--- config.mk ---
export PLATFORM = sky130hd
export DESIGN_NAME = exec_ctrl
export DESIGN_NICKNAME = d
export VERILOG_FILES = /design/src/rtl/exec_ctrl.sv
export SDC_FILE = /design/constraint.sdc
export NUM_CORES = 1
export LEC_CHECK = 0
export ABC_AREA = 1
export CORE_MARGIN = 2
export CORE_UTILIZATION = 48
export DETAILED_ROUTE_END_ITERATION = 12
export GPL_TIMING_DRIVEN = 0
export PLACE_DENSITY = 0.72
export SETUP_SLACK_MARGIN = 0.2
export SYNTH_ARGS = -nofsm -noshare
export SYNTH_HDL_FRONTEND = slang
export SYNTH_SLANG_ARGS = --single-unit
--- constraint.sdc ---
create_clock -name clk -period 4.25 [get_ports clk]
set_input_delay 0.425 -clock clk [delete_from_list [all_inputs] [get_ports clk]]
set_output_delay 0.425 -clock clk [all_outputs]
set_load 0.05 [all_outputs]
--- src/rtl/exec_ctrl.sv ---
// Execute-stage controller with an 8-entry register file that drives a registered ALU.
// Optional feature: define EXEC_CTRL_OVERLAP_EN to accept the next instruction during writeback.
module exec_ctrl #(
    parameter int WORD_SIZE = 16,
    parameter int NUM_REGS  = 8
) (
    input  logic                 clk,
    input  logic                 rst_n,
    input  logic                 instr_valid,
    output logic                 instr_ready,
    input  logic [2:0]           instr_op,
    input  logic [2:0]           instr_rd,
    input  logic [2:0]           instr_rs1,
    input  logic [2:0]           instr_rs2,
    input  logic                 instr_imm_sel,
    input  logic [WORD_SIZE-1:0] instr_imm,
    output logic [2:0]           alu_op,
    output logic [WORD_SIZE-1:0] alu_in1,
    output logic [WORD_SIZE-1:0] alu_in2,
    output logic                 alu_enable,
    input  logic [WORD_SIZE-1:0] alu_out,
    output logic                 done,
    output logic [2:0]           done_rd,
    output logic [WORD_SIZE-1:0] done_data,
    input  logic [2:0]           dbg_addr,
    output logic [WORD_SIZE-1:0] dbg_data
);

    localparam logic [1:0] S_IDLE = 2'd0;
    localparam logic [1:0] S_EXEC = 2'd1;
    localparam logic [1:0] S_WB   = 2'd2;

    logic [1:0]           state_q, state_d;
    logic                 ready_q, ready_d;
    logic [2:0]           op_q, op_d;
    logic [2:0]           rd_q, rd_d;
    logic [2:0]           rs1_q, rs1_d;
    logic [2:0]           rs2_q, rs2_d;
    logic                 imm_sel_q, imm_sel_d;
    logic [WORD_SIZE-1:0] imm_q, imm_d;
    logic [WORD_SIZE-1:0] regs_q [NUM_REGS];
    logic [WORD_SIZE-1:0] regs_d [NUM_REGS];
    logic                 accept;
    logic                 ready_state;

    // ready_q keeps instr_ready low while reset is asserted, even though the FSM sits in IDLE.
    always_comb begin
        ready_state = (state_q == S_IDLE);
`ifdef EXEC_CTRL_OVERLAP_EN
        if (state_q == S_WB) begin
            ready_state = 1'b1;
        end
`endif
    end

    assign instr_ready = ready_q && ready_state;
    assign accept      = instr_valid && instr_ready;

    always_comb begin
        ready_d   = 1'b1;
        state_d   = state_q;
        op_d      = op_q;
        rd_d      = rd_q;
        rs1_d     = rs1_q;
        rs2_d     = rs2_q;
        imm_sel_d = imm_sel_q;
        imm_d     = imm_q;
        case (state_q)
            S_IDLE:  if (accept) state_d = S_EXEC;
            S_EXEC:  state_d = S_WB;
            S_WB:    state_d = accept ? S_EXEC : S_IDLE;
            default: state_d = S_IDLE;
        endcase
        if (accept) begin
            op_d      = instr_op;
            rd_d      = instr_rd;
            rs1_d     = instr_rs1;
            rs2_d     = instr_rs2;
            imm_sel_d = instr_imm_sel;
            imm_d     = instr_imm;
        end
    end

    // Register 0 is never written so it stays at its reset value of zero.
    always_comb begin
        for (int i = 0; i < NUM_REGS; i++) begin
            regs_d[i] = regs_q[i];
            if ((state_q == S_WB) && (rd_q == 3'(i)) && (i != 0)) begin
                regs_d[i] = alu_out;
            end
        end
    end

    always_ff @(posedge clk or negedge rst_n) begin
        if (!rst_n) begin
            state_q   <= S_IDLE;
            ready_q   <= 1'b0;
            op_q      <= '0;
            rd_q      <= '0;
            rs1_q     <= '0;
            rs2_q     <= '0;
            imm_sel_q <= 1'b0;
            imm_q     <= '0;
            for (int i = 0; i < NUM_REGS; i++) begin
                regs_q[i] <= '0;
            end
        end else begin
            state_q   <= state_d;
            ready_q   <= ready_d;
            op_q      <= op_d;
            rd_q      <= rd_d;
            rs1_q     <= rs1_d;
            rs2_q     <= rs2_d;
            imm_sel_q <= imm_sel_d;
            imm_q     <= imm_d;
            for (int i = 0; i < NUM_REGS; i++) begin
                regs_q[i] <= regs_d[i];
            end
        end
    end

    always_comb begin
        alu_enable = 1'b0;
        alu_op     = '0;
        alu_in1    = '0;
        alu_in2    = '0;
        if (state_q == S_EXEC) begin
            alu_enable = 1'b1;
            alu_op     = op_q;
            alu_in1    = regs_q[rs1_q];
            alu_in2    = imm_sel_q ? imm_q : regs_q[rs2_q];
        end
    end

    assign done      = (state_q == S_WB);
    assign done_rd   = done ? rd_q : 3'd0;
    assign done_data = done ? alu_out : '0;
    assign dbg_data  = (dbg_addr == 3'd0) ? '0 : regs_q[dbg_addr];

endmodule

# Yosys cells after proc, flatten, opt, wreduce, memory -nomap -nowiden
# Index checks and enable logic that the tools add are counted.
# word_totals
ff_bits	144
in_bits	51
elab_cells	62
# classes
order_cmp	3
eq_ne	10
muxes	20
bitwise	3
n_reduce_logical	11
# op_table
operator	count
$mux W16	11
$bmux W16 S3	3
$eq A3 B3 Y1 const B	4
$ge A4 B4 Y1 const B	3
$not A3 Y4	3
$logic_and A1 B1 Y1	9
$eq A3 B2 Y1 const B	2
$mux W3	2
$pmux W2 S3	1
$eq A3 B1 Y1 const B	1
$logic_not A3 Y1	1
$eq A2 B1 Y1 const B	1
$eq A2 B2 Y1 const B	1
$logic_not A2 Y1	1
$mux W1	2
$mux W2	1
$ne A2 B2 Y1 const B	1

# Depth between registers and ports, before layout
# logic_depth
depth_word	6
ltp_mapped	9

# Worst setup path after synthesis
# Ideal clock, no wire load.
# synth_timing
kind	flip-flop to output port
start	register state_q[1]
end	output alu_in1[10]
arrival_ns	2.102
slack_ns	1.723
path_stages_with_launch	5
n_path_buf	1
path_cell_list	dfrtp_1 -> nor2_2 -> clkbuf_1 -> o21ai_0 -> nor2_1
# synth_via
elab_chain_len	2
# synth_rtl
element	line_no	rtl
start: declaration	33	logic [1:0] state_q, state_d;
start signal: assignment	108	state_q <= state_d;
$eq A2 B1 Y1	127	if (state_q == S_EXEC) begin
$mux W16	127	
end: declaration	18	output logic [WORD_SIZE-1:0] alu_in1,
# Every way passes these cells.

# Worst setup path after layout
# layout_timing
start	register rs1_q[0]
end	output alu_in1[14]
# layout_via
elab_chain_len	5
# layout_rtl
element	line_no	rtl
start: declaration	37	logic [2:0] rs1_q, rs1_d;
start signal: assignment	112	rs1_q <= rs1_d;
$not A3 Y4 (not written as such)	130	alu_in1 = regs_q[rs1_q];
$bmux W16 S3	130	
$mux W16 (not written as such) (2 in a row)	130	
$mux W16	127	
# Every way passes these cells. The select of a mux whose other input is x is not followed.

==> impl_metrics.env <==
export IMPL_wl_per_cell_um=22.3
export IMPL_worstMarginPinSlew_ps=843
export IMPL_tritoncts="built"
export IMPL_finalHoldWorstSlack_ps=-25.5
export IMPL_cts_root_buf="clkbuf_16"
export IMPL_cp_max_fo=10
export IMPL_first_pass_iters=8
export IMPL_start_util_pct=48.5
export IMPL_overflow=0
export IMPL_via_per_inst=5.90
export IMPL_synthesis_area_um2=8620
export IMPL_fmax_ghz=0.266
export IMPL_worstSetupEndpointType="output pin"
export IMPL_drc=0
export IMPL_p_per_area_nw_per_um2=646
export IMPL_vias=9846
export IMPL_die_h_um=138
export IMPL_clk_pin_slew_worst_paths_ps=70
export IMPL_cts_sinks=144
export IMPL_ys_flop_type="dfrtp_1"
export IMPL_setup_ws_ps=491
export IMPL_grt_max_degree=84
export IMPL_cts_buffer_depth=2
export IMPL_finish_instance_area_um2=10800
export IMPL_fin_crit_sh_pct=88.5
export IMPL_area_delta_synth_final_pct=25.1
export IMPL_io_pin_count=124
export IMPL_seq_area_frac_synth_pct=41.8
export IMPL_skew_ps=10.4
export IMPL_nFillCells=1743
export IMPL_yosysUniqueCellTypes=21
export IMPL_reg2reg_depth=7
export IMPL_grt_usage_pct=39.1
export IMPL_holdBufCountCts=0
export IMPL_post_cts_resized=0
export IMPL_cts_inserted_buffers=17
export IMPL_postPlaceCellArea_um2=10200
export IMPL_outcome="finished with violations"
export IMPL_post_dp_hpwl_um=27100
export IMPL_h_tree_depth=4
export IMPL_fin_crit_ps=3760
export IMPL_cts_post_setup_buffers_inserted=0
export IMPL_synth_seq_cells=144
export IMPL_final_util_pct=60.7
export IMPL_dieWidth_um=138
export IMPL_max_cap_violations=0
export IMPL_clock_latency_ps=440
export IMPL_hold_path_class="input port to asynchronous set/reset pin"
export IMPL_start_kind="flip-flop"
export IMPL_antenna_found_initial=1
export IMPL_yosysWarnings=0
export IMPL_synth_edff_count=0
export IMPL_drt_initial_drc_count=1371
export IMPL_drive_above_1_share_pct=4.58
export IMPL_syn_nets=1338
export IMPL_routed_wl_um=37200
export IMPL_total_power_mw=6.98
export IMPL_slew_violations=0
export IMPL_die_area_um2=19100
export IMPL_num_nets_final=1479
export IMPL_dp_slack_ps=685
export IMPL_globalplace_congestion=1.01
export IMPL_antenna_left=0
export IMPL_finalHoldViolCount=14
export IMPL_required_ps=3830
export IMPL_syn_inst=1287
export IMPL_async_flop_share_pct=100
export IMPL_maxSlewHeadroom_pct=43.8
export IMPL_violations="hold timing"
export IMPL_rsz0062_at_grt="no"
export IMPL_grt_pass1_wl_um=56500
export IMPL_syn_avg_cell_area_um2=6.70
export IMPL_p_leak_nw=5.15
export IMPL_coreArea_um2=17800
export IMPL_setup_violations_final=0
export IMPL_critPathKind="flip-flop to output pin"
export IMPL_grt_pass1_vias=9479
export IMPL_diodes=0
export IMPL_rows=49
export IMPL_ir_worst_vdd_uv=379
export IMPL_portBuffers=121
export IMPL_crit_arrival_ps=3330
==> where the power goes <==
group	internal [mW]	switching [mW]	total, mW
sequential	1.96	0.500	2.46
combinational	0.887	1.94	2.83
clock	1.05	0.644	1.69
total	3.89	3.08	6.98
==> final cells by class <==
class                           instances  area [um2]  area share (%)
Sequential cell                       144        3600            33.4
Tap cell                              229         287            2.65
Buffer                                 92         388            3.59
Inverter                              116         435            4.03
Clock buffer                           20         437            4.05
Clock inverter                         12         205            1.90
Multi-Input combinational cell        935        4200            38.9
Timing Repair Buffer                  122        1240            11.5
==> cell families (layout without fill, tap and decap cells) <==
group | Yosys count | count (layout) | synth area share [%]
buf+inv | 208 | 362 | 9.55
other cells | 1 | 1 | 0.0435
compound gates | 381 | 381 | 22.8
simple gates | 553 | 553 | 25.8
flops | 144 | 144 | 41.8
==> registers in the layout, summed over array words and instances, names as in the netlist <==
signal and flops:
rs2_q 3, rd_q 3, state_q 2, op_q 3, rs1_q 3, ready_q 1, regs_q 112, imm_q 16
imm_sel_q 1
==> per-layer routing <==
metal,global-route usage (%),share of wire (%),vias to the layer above,wire length (um)
met4,22.6,6.6,2,2470
met2,60.0,44,663,16300
li1,-,-,4466,-
met5,0,0.046,-,17
met3,8.28,10,166,3830
met1,51.5,39,4549,14600
==> cells in the final DEF (no fill, tap or decap), drive strengths merged, types with 8 or more instances in the layout <==
cell type / n
o211ai: 16
a21oi: 87
dfrtp: 144
o21ai: 262
clkbuf: 77
inv: 113
clkinv: 8
a31oi: 16
nand2: 390
clkdlybuf4s50: 120
buf: 37
nand3: 78
nor2: 82
==> metrics by stage <==
step,std cells,setup TNS (ps)
detailed placement,1638,0
CTS,1670,0
global placement,1637,-460590
global route,1670,0
finish,1670,0
floorplan,1287,0
==> worst max-delay path, cell delays in order, from the launching register on <==
cell and delay [ps]:
dfrtp_1 390, buf_2 220, inv_1 210, buf_1 610, o211ai_1 160, nand2_1 110, o21ai_0 80, nor2_1 240
clkdlybuf4s50_1 860
==> synth_stat cells, types with 2 or more instances <==
library cell / instances / area (um2)
a21oi_1: 87 / 435
dfrtp_1: 144 / 3600
o211ai_1: 16 / 120
nor2_2: 3 / 18.8
a31oi_1: 16 / 100
o21ai_0: 253 / 1270
nand3_1: 78 / 390
nor4_4: 2 / 42.5
buf_1: 9 / 33.8
clkbuf_2: 2 / 10.0
nor2_1: 79 / 297
clkinv_1: 6 / 22.5
clkbuf_1: 55 / 206
buf_4: 3 / 22.5
o21ai_1: 9 / 45.0
inv_1: 110 / 413
buf_2: 23 / 115
nand2_1: 389 / 1460
==> final timing paths <==
check                                 from           to  slack, ps
worst max-delay path              rs1_q[0]  alu_in1[14]        490
max in group asynchronous            rst_n   regs_q[76]       3430
worst min-delay path                 rst_n   regs_q[18]        -30
worst max register to register  state_q[0]   regs_q[55]       2350
worst min register to register    imm_q[7]     imm_q[7]        480
min in group clk                  imm_q[7]     imm_q[7]        480
No activity file was read; power rests on OpenSTA's default activity.
